File: src/rtl/fpadd_pkg.sv
// Shared types and constants for the sequential single-precision adder.
// Holds the controller state encoding, IEEE-754 field widths and a field-packing helper.
package fpadd_pkg;

    localparam int EXP_W = 8;
    localparam int MAN_W = 23;
    localparam logic [EXP_W-1:0] EXP_MAX     = 8'd255;
    localparam logic [EXP_W-1:0] ALIGN_LIMIT = 8'd25;

    typedef enum logic [2:0] {
        S_IDLE  = 3'd0,
        S_ALIGN = 3'd1,
        S_ADD   = 3'd2,
        S_NORM  = 3'd3,
        S_DONE  = 3'd4
    } state_t;

    function automatic logic [31:0] pack_fp(input logic sgn,
                                            input logic [EXP_W-1:0] expo,
                                            input logic [MAN_W-1:0] man);
        return {sgn, expo, man};
    endfunction

endpackage

File: src/rtl/fpadd_unpack.sv
// Splits an IEEE-754 single into fields; denormals flush to a zero magnitude.
// The sign can be flipped so subtraction becomes addition of a negated operand.
module fpadd_unpack
    import fpadd_pkg::*;
(
    input  logic [31:0]      word,
    input  logic             flip,
    output logic             sgn,
    output logic [EXP_W-1:0] expo,
    output logic [MAN_W-1:0] man,
    output logic [MAN_W:0]   mag,
    output logic             special
);

    // Field extraction, hidden bit and zero/special detection
    always_comb begin
        sgn     = word[31] ^ flip;
        expo    = word[30:23];
        man     = word[22:0];
        special = (word[30:23] == EXP_MAX);
        if (word[30:23] == 8'd0) begin
            mag = 24'd0;
        end else begin
            mag = {1'b1, word[22:0]};
        end
    end

endmodule

File: src/rtl/fpadd_seq.sv
// Multi-cycle IEEE-754 single-precision adder/subtractor with valid/ready handshakes.
// Alignment and normalisation shift one bit per cycle; rounding is truncation.
module fpadd_seq
    import fpadd_pkg::*;
(
    input  logic        clk,
    input  logic        rst_n,
    input  logic        in_valid,
    output logic        in_ready,
    input  logic        op,
    input  logic [31:0] a,
    input  logic [31:0] b,
    output logic        out_valid,
    input  logic        out_ready,
    output logic [31:0] result,
    output logic        ovf
);

    logic             a_sgn, b_sgn, a_special, b_special;
    logic [EXP_W-1:0] a_exp, b_exp;
    logic [MAN_W-1:0] a_man, b_man;
    logic [MAN_W:0]   a_mag, b_mag;

    fpadd_unpack u_unpack_a (
        .word(a), .flip(1'b0), .sgn(a_sgn), .expo(a_exp),
        .man(a_man), .mag(a_mag), .special(a_special)
    );

    fpadd_unpack u_unpack_b (
        .word(b), .flip(op), .sgn(b_sgn), .expo(b_exp),
        .man(b_man), .mag(b_mag), .special(b_special)
    );

    state_t           state_r, state_s;
    logic             big_sign_r, big_sign_s;
    logic             small_sign_r, small_sign_s;
    logic [MAN_W:0]   big_mag_r, big_mag_s;
    logic [MAN_W:0]   small_mag_r, small_mag_s;
    logic [EXP_W-1:0] exp_r, exp_s;
    logic [4:0]       cnt_r, cnt_s;
    logic             res_sign_r, res_sign_s;
    logic [MAN_W+1:0] mag_r, mag_s;
    logic [31:0]      result_r, result_s;
    logic             ovf_r, ovf_s;

    logic [25:0]      big_tc_s, small_tc_s, sum_s, neg_sum_s;
    logic [EXP_W-1:0] diff_s, exp_inc_s, exp_dec_s;
    logic [MAN_W+1:0] mag_shl_s;

    assign in_ready  = (state_r == S_IDLE);
    assign out_valid = (state_r == S_DONE);
    assign result    = result_r;
    assign ovf       = ovf_r;

    // Next-state and datapath update for the controller
    always_comb begin
        state_s      = state_r;
        big_sign_s   = big_sign_r;
        small_sign_s = small_sign_r;
        big_mag_s    = big_mag_r;
        small_mag_s  = small_mag_r;
        exp_s        = exp_r;
        cnt_s        = cnt_r;
        res_sign_s   = res_sign_r;
        mag_s        = mag_r;
        result_s     = result_r;
        ovf_s        = ovf_r;

        if (big_sign_r) begin
            big_tc_s = 26'd0 - {2'b00, big_mag_r};
        end else begin
            big_tc_s = {2'b00, big_mag_r};
        end
        if (small_sign_r) begin
            small_tc_s = 26'd0 - {2'b00, small_mag_r};
        end else begin
            small_tc_s = {2'b00, small_mag_r};
        end
        sum_s     = big_tc_s + small_tc_s;
        neg_sum_s = 26'd0 - sum_s;
        exp_inc_s = exp_r + 8'd1;
        exp_dec_s = exp_r - 8'd1;
        mag_shl_s = {mag_r[MAN_W:0], 1'b0};
        if (b_exp > a_exp) begin
            diff_s = b_exp - a_exp;
        end else begin
            diff_s = a_exp - b_exp;
        end

        case (state_r)
            S_IDLE: begin
                if (in_valid) begin
                    if (a_special || b_special) begin
                        if (a_special) begin
                            result_s = pack_fp(a_sgn, a_exp, a_man);
                        end else begin
                            result_s = pack_fp(b_sgn, b_exp, b_man);
                        end
                        ovf_s   = 1'b1;
                        state_s = S_DONE;
                    end else begin
                        ovf_s = 1'b0;
                        // Equal exponents keep A as the big operand
                        if (b_exp > a_exp) begin
                            big_sign_s   = b_sgn;
                            big_mag_s    = b_mag;
                            exp_s        = b_exp;
                            small_sign_s = a_sgn;
                            small_mag_s  = a_mag;
                        end else begin
                            big_sign_s   = a_sgn;
                            big_mag_s    = a_mag;
                            exp_s        = a_exp;
                            small_sign_s = b_sgn;
                            small_mag_s  = b_mag;
                        end
                        if (diff_s == 8'd0) begin
                            state_s = S_ADD;
                        end else if (diff_s < ALIGN_LIMIT) begin
                            cnt_s   = diff_s[4:0];
                            state_s = S_ALIGN;
                        end else begin
                            small_mag_s = 24'd0;
                            state_s     = S_ADD;
                        end
                    end
                end else begin
                    state_s = S_IDLE;
                end
            end
            S_ALIGN: begin
                small_mag_s = small_mag_r >> 1;
                cnt_s       = cnt_r - 5'd1;
                if (cnt_r == 5'd1) begin
                    state_s = S_ADD;
                end else begin
                    state_s = S_ALIGN;
                end
            end
            S_ADD: begin
                res_sign_s = sum_s[25];
                if (sum_s[25]) begin
                    mag_s = neg_sum_s[24:0];
                end else begin
                    mag_s = sum_s[24:0];
                end
                state_s = S_NORM;
            end
            S_NORM: begin
                if (mag_r == 25'd0) begin
                    result_s = 32'h0000_0000;
                    state_s  = S_DONE;
                end else if (mag_r[24]) begin
                    mag_s   = mag_r >> 1;
                    exp_s   = exp_inc_s;
                    state_s = S_DONE;
                    if (exp_inc_s == EXP_MAX) begin
                        result_s = pack_fp(res_sign_r, EXP_MAX, 23'd0);
                        ovf_s    = 1'b1;
                    end else begin
                        result_s = pack_fp(res_sign_r, exp_inc_s, mag_r[23:1]);
                    end
                end else if (mag_r[23]) begin
                    result_s = pack_fp(res_sign_r, exp_r, mag_r[22:0]);
                    state_s  = S_DONE;
                end else begin
                    // One left shift per cycle until the hidden bit lands in bit 23
                    mag_s = mag_shl_s;
                    exp_s = exp_dec_s;
                    if (exp_dec_s == 8'd0) begin
                        result_s = 32'h0000_0000;
                        state_s  = S_DONE;
                    end else if (mag_shl_s[23]) begin
                        result_s = pack_fp(res_sign_r, exp_dec_s, mag_shl_s[22:0]);
                        state_s  = S_DONE;
                    end else begin
                        state_s = S_NORM;
                    end
                end
            end
            S_DONE: begin
                if (out_ready) begin
                    state_s = S_IDLE;
                end else begin
                    state_s = S_DONE;
                end
            end
            default: begin
                state_s = S_IDLE;
            end
        endcase
    end

    // State and datapath registers
    always_ff @(posedge clk or negedge rst_n) begin
        if (!rst_n) begin
            state_r      <= S_IDLE;
            big_sign_r   <= 1'b0;
            small_sign_r <= 1'b0;
            big_mag_r    <= 24'd0;
            small_mag_r  <= 24'd0;
            exp_r        <= 8'd0;
            cnt_r        <= 5'd0;
            res_sign_r   <= 1'b0;
            mag_r        <= 25'd0;
            result_r     <= 32'd0;
            ovf_r        <= 1'b0;
        end else begin
            state_r      <= state_s;
            big_sign_r   <= big_sign_s;
            small_sign_r <= small_sign_s;
            big_mag_r    <= big_mag_s;
            small_mag_r  <= small_mag_s;
            exp_r        <= exp_s;
            cnt_r        <= cnt_s;
            res_sign_r   <= res_sign_s;
            mag_r        <= mag_s;
            result_r     <= result_s;
            ovf_r        <= ovf_s;
        end
    end

endmodule

File: config.mk
export PLATFORM = sky130hd
export DESIGN_NAME = fpadd_seq
export DESIGN_NICKNAME = d
export VERILOG_FILES = /design/src/rtl/fpadd_pkg.sv /design/src/rtl/fpadd_unpack.sv /design/src/rtl/fpadd_seq.sv
export SDC_FILE = /design/constraint.sdc
export NUM_CORES = 1
export LEC_CHECK = 0
export BUFFER_PORTS_ARGS = -buffer_cell sky130_fd_sc_hd__buf_2
export CORE_MARGIN = 3
export CORE_UTILIZATION = 55
export DETAILED_ROUTE_END_ITERATION = 12
export HOLD_SLACK_MARGIN = 0.02
export PLACE_DENSITY = 0.78
export SETUP_SLACK_MARGIN = 0.3
export SYNTH_ARGS = -nofsm -noshare
export SYNTH_HDL_FRONTEND = slang
export SYNTH_SLANG_ARGS = --single-unit
File: constraint.sdc
create_clock -name clk -period 8.59 [get_ports clk]
set_input_delay 0.859 -clock clk [delete_from_list [all_inputs] [get_ports clk]]
set_output_delay 0.859 -clock clk [all_outputs]
set_load 0.03 [all_outputs]
**Word level (Yosys, flattened, before mapping)**

Index checks and enable logic that the tools add are counted.

- Flip-flop bits (word level): 125
- Input port bits: 69
- Output and inout port bits: 35
- Word-level logic and storage cells: 120

- Add/sub/neg operators: 9
- Order comparisons: 2
- Eq/ne operators: 18
- Mux-type cells: 59
- Bitwise gates (word level): 2
- Reductions and logical operators: 18

Operators with widths:

| cell | count |
|---|---|
| $mux W32 | 8 |
| $mux W24 | 10 |
| $pmux W32 S2 | 1 |
| $mux W8 | 7 |
| $mux W26 | 2 |
| $mux W25 | 2 |
| $pmux W25 S2 | 1 |
| $sub A1 B24 Y25 const A | 2 |
| $pmux W24 S2 | 1 |
| $logic_not A8 Y1 | 4 |
| $mux W31 | 1 |
| $add A26 B26 Y26 | 1 |
| $logic_not A25 Y1 | 1 |
| $sub A1 B25 Y25 const A | 1 |
| $eq A8 B8 Y1 const B | 3 |
| $mux W3 | 8 |
| $mux W5 | 4 |
| $pmux W8 S2 | 1 |
| $sub A8 B8 Y8 | 2 |
| $pmux W3 S5 | 1 |
| $reduce_and A5 Y1 | 3 |
| $ne A2 B2 Y1 const B | 6 |
| $pmux W5 S2 | 1 |
| $reduce_and A3 Y1 | 3 |
| other kinds (22) | 34 |

**Depth between registers and ports, before layout**

- Depth after elaboration: 8
- Gate-level depth with buffers: 21
- Mapped depth without buffers: 21

**By module**

From an unflattened synthesis, not the netlist that was laid out.

- Cell total of the unflattened synthesis: 1588
- Area, all modules: 12303.0 µm²

By module, submodules not included:

| module | instances | cells each | area an instance (µm²) | sequential area each (µm²) |
|---|---|---|---|---|
| fpadd_seq | 1 | 1458 | 11274.6 | 3128.0 |
| fpadd_unpack | 2 | 65 | 514.2 | 0.0 |

**Worst setup path before layout**

OpenSTA, ideal clock, no wires.

- Path kind: register to register
- Start: reg small_mag_r[1]
- End: reg mag_r[2]
- Setup time: 0.134 ns
- Arrival time: 4.371 ns
- Required time: 8.455 ns
- Path slack: 4.084 ns
- Stages on the path, launching flop included: 22
- Path buffers: 1
- Period minus slack after synthesis: 4.506 ns
- Cell sequence: dfrtp_1 > inv_1 > ha_1 > nand2_1 > or3_1 > or2_2 > nand2b_1 > or3_1 > or3_1 > o41ai_1 > xnor2_1 > ha_1 > nand3_1 > nor2_1 > nand2_1 > o211ai_1 > a41o_1 > clkbuf_1 > nor2_1 > xnor2_1 > o21ai_0 > o21ai_0

- Cells in the longest elaborated chain, start to end: 6

RTL lines:

| element | line | text |
|---|---|---|
| start, declared | fpadd_seq.sv:38 | `logic [MAN_W:0] small_mag_r, small_mag_s;` |
| start signal, assigned | fpadd_seq.sv:213 | `small_mag_r <= small_mag_s;` |
| $sub A1 B24 Y25 | fpadd_seq.sv:75 | `small_tc_s = 26'd0 - {2'b00, small_mag_r};` |
| $mux W26 (*) | fpadd_seq.sv:74 | `if (small_sign_r) begin` |
| $add A26 B26 Y26 (*) | fpadd_seq.sv:79 | `sum_s = big_tc_s + small_tc_s;` |
| $sub A1 B25 Y25 | fpadd_seq.sv:80 | `neg_sum_s = 26'd0 - sum_s;` |
| $mux W25 (*) | fpadd_seq.sv:142 | `if (sum_s[25]) begin` |
| $pmux W25 S2 (*) | fpadd_seq.sv:90 | `case (state_r)` |
| end signal, assigned | fpadd_seq.sv:217 | `mag_r <= mag_s;` |
| end, declared | fpadd_seq.sv:42 | `logic [MAN_W+1:0] mag_r, mag_s;` |

Mark *: on every way between the ends. The rest lies on a longest branch, timed or not.
A chain may end at the register's enable or synchronous reset.

**Final worst setup path**

- Start: reg small_mag_r[0]
- End: reg mag_r[6]

The elaborated chain is that of the path after synthesis.

==> impl.org <==
** Route
- Ratio of routed vias to standard cells :: 6.73
- The detailed router placed 11200 vias in this run.
- Violation count after the first detailed-route iteration :: 1352
- Drt total wl :: 34300 um
- First-pass iteration count of the detailed router :: 8
- In the routed design, unresolved DRC markers number 0.
- Number of nets still failing antenna checks after routing :: 0
- Post-DR wirelength/cell :: 20.7 um

** Yosys
- After synthesis, the most frequently instantiated cells are nand2_1 (126), dfrtp_1 (125), nor2_1 (105).
- Most frequently used cell type in the post-synthesis netlist :: nand2_1
- Yosys mapped a number of flops with a built-in enable equal to 0.
- The synthesized design contains 125 register bits.
- The most used flip-flop cell after synthesis is dfrtp_1.
- The mapped netlist covers 0.0111 mm^2.
- When the netlist entered floorplanning its net count stood at 1469.
- Synth async-reset ratio :: 100%
- Synthesized netlist cell count :: 1348
- The biggest area contributor in the post-synthesis netlist is dfrtp_1.
- Number of distinct standard cells referenced by the synthesized netlist :: 77
- By area the synthesized netlist is led by dfrtp_1 (28%), xnor2_1 (6.7%), ha_1 (5.5%).
- Part of the Yosys area used for sequential elements :: 28.3%
- Share of the synthesized area in the top cell type :: 28.3%
- Warnings, synthesis :: 0
- Post-synthesis area per instance :: 8.21 um^2

** Finish
- The net count of the finished layout is 1501.
- Inserted Diodes :: 0
- Cells with a size suffix above 1 make up 12.4% of the layout.
- The area growth from synthesis to layout is 10.3%.
- The layout has 1687 filler cells.

** Placed design
- Dpl hpwl :: 24700 um
- Port buffering added 103 buffers.
- Final RePlAce weighted congestion :: 0.957

** CTS
- TritonCTS Sinks :: 125
- The number of clock buffers added by TritonCTS is 17.
- Maximum count of clock buffers along a single path :: 2
- Post-CTS Hold Fix Bufs :: 0
- CTS tree :: done
- Root buffer selected by CTS :: clkbuf_16
- Clock edge transition at the registers on the reported setup and hold paths :: 0.06 ns
- Clk_lat worst skew :: 0.43 ns
- The H-tree was split into 4 levels.
- Once the clock tree was built, the setup fixing pass inserted 0 buffers.
- After clock tree synthesis, the repair step resized 0 gates.

** Run
- Max-cap violations in this run came to 0.

** GRT
- Maximum number of pins on one net before global-route repair :: 75
- Via count of the first global-routing pass :: 10300
- Global route overflow :: 0
- Global-route wire length before repair :: 55600 um
- Global routing used 31.3% of the available tracks across all layers.
- Initial antenna violation count :: 0

** Floorplanning
- DIE HEIGHT :: 148 um
- The region available for standard cell placement spans 0.0196 mm^2.
- The die covers 0.0219 mm^2.
- Initial core utilization :: 56.5%
- From left edge to right edge, the die measures 148 um.
- Pin placement for this block handled 104 I/O pins.
- FP Rows :: 51

** STA
- Final critical delay including setup and external delays :: 5.35 ns
- After routing, the total negative slack on setup checks comes to 0 ns.
- Final Slew Violations :: 0
- Final Hold Viols :: 0
- Highest achievable clock rate :: 0.187 GHz
- Setup violations remaining at the end of the flow were counted as 0.
- Headroom to the max-slew limit came out at 13.5%.
- Setup repair after global routing left no endpoint under its margin.
- Between clock sinks in the finished design, the worst skew comes to 0.0107 ns.
- Slew at the pin closest to its max-slew limit :: 1.30 ns
- After layout, the worst path uses 62.3% of the clock period.
- Final hold analysis gives a worst-case slack of 0.458 ns.

** Critical path
- Along the worst path, the maximum fanout reaches 11.
- The critical path is of the reg2reg type.
- Cell chain of the critical path :: inv_1 > ha_1 > nand2_1 > or3_1 > or2_2 > nand2b_1 > or3_1 > or3_1 > o21ai_0 > xnor2_1 > ha_1 > a21o_1 > a21o_1 > a21oi_1 > o211ai_1 > a41oi_1 > o21ai_0 > xor2_1 > o21ai_0 > o21ai_0
- Required time of the critical path :: 8.84 ns
- Data on the critical path arrives at its endpoint at 5.60 ns.
- Worst Setup Start Kind :: register
- The slowest stage of the critical path belongs to the cell a41oi_1.
- Most used cell along the critical path :: o21ai_0
- Cell family with most CP delay :: compound AO/OA/AOI/OAI gates
- Largest stage delay on the critical path :: 0.76 ns
- The worst setup path is captured at a register.
- Counting both buffers and inverters, the worst setup path holds a total of 1.

** Hold path
- The path class of the tightest hold or removal check is in2async.

** Run status
- The run finished with clean final reports.
## state kept, by name, indices dropped and copies added (netlist names), 3 cells and up
register     flops
big_mag_r       24
cnt_r            5
exp_r            8
mag_r           25
result          32
small_mag_r     24
state_r          3
## cell families (layout without fill, tap and decap cells)
logic type      count (synthesis)  in the layout  share of synthesized area [%]
fa+ha+maj                      52             52                           6.09
simple gates                  399            399                           17.4
xor+xnor                      111            111                           8.79
compound gates                488            488                           31.4
flops                         125            125                           28.3
buf+inv                       142            187                           5.12
mux                            31             31                           2.91
## routing by layer
layer  vias to the layer above  global-route usage, %  wire length [um]
met2                       556                   47.1             15200
met1                      5367                   45.9             15100
met3                        73                   5.98              3020
met4                         0                   9.65               981
met5                         -                      0                 0
li1                       5160                      -                 -
## final timing paths
path                                 from            to  slack (ns)  cells past startpoint
min reg2reg                     result[6]     result[6]        0.48                      1
max                        small_mag_r[0]      mag_r[6]        3.24                     20
min in group clk                result[6]     result[6]        0.48                      1
max in group asynchronous           rst_n    result[28]        6.66                      2
min                                 rst_n  big_mag_r[3]        0.46                      1
max reg2reg                small_mag_r[0]      mag_r[6]        3.24                     20
## cell type report
type                       count  area, um^2  area share [%]
clock buffer                  19         433            3.55
inverter                      38         143            1.17
timing repair buffer         117         623            5.11
tap                          265         332            2.72
multi-input combinational   1081        7400            60.6
clock inverter                13         144            1.18
sequential                   125        3130            25.6
## cells in the final DEF (no fill, tap or decap), types with 17 or more instances in the layout
cell and n:
a21o_1 17, a21oi_1 64, a221oi_1 25, a222oi_1 21, a31oi_1 36, and3_1 30
buf_2 102, clkbuf_16 17, dfrtp_1 125, ha_1 49, inv_1 38, mux2i_1 25
nand2_1 126, nand3_1 18, nor2_1 104, o21a_1 50, o21ai_0 101, o221ai_1 28
o311ai_0 18, o31ai_1 17, or3_1 22, xnor2_1 85, xor2_1 26
## per-stage QoR
step	worst slack (ns)	utilization (%)	cells	cell area (um^2)
3_5_place_dp	3.34	59.3	1626	11600
5_1_grt	2.86	62.3	1658	12200
4_1_cts	3.31	62.3	1658	12200
6_report	3.24	62.3	1658	12200
3_3_place_gp	3.54	59.3	1626	11600
2_1_floorplan	4.08	-	1348	11100
Power is not shown: default switching activity piles up to over one toggle a cycle in this logic, so the estimate is an artifact.
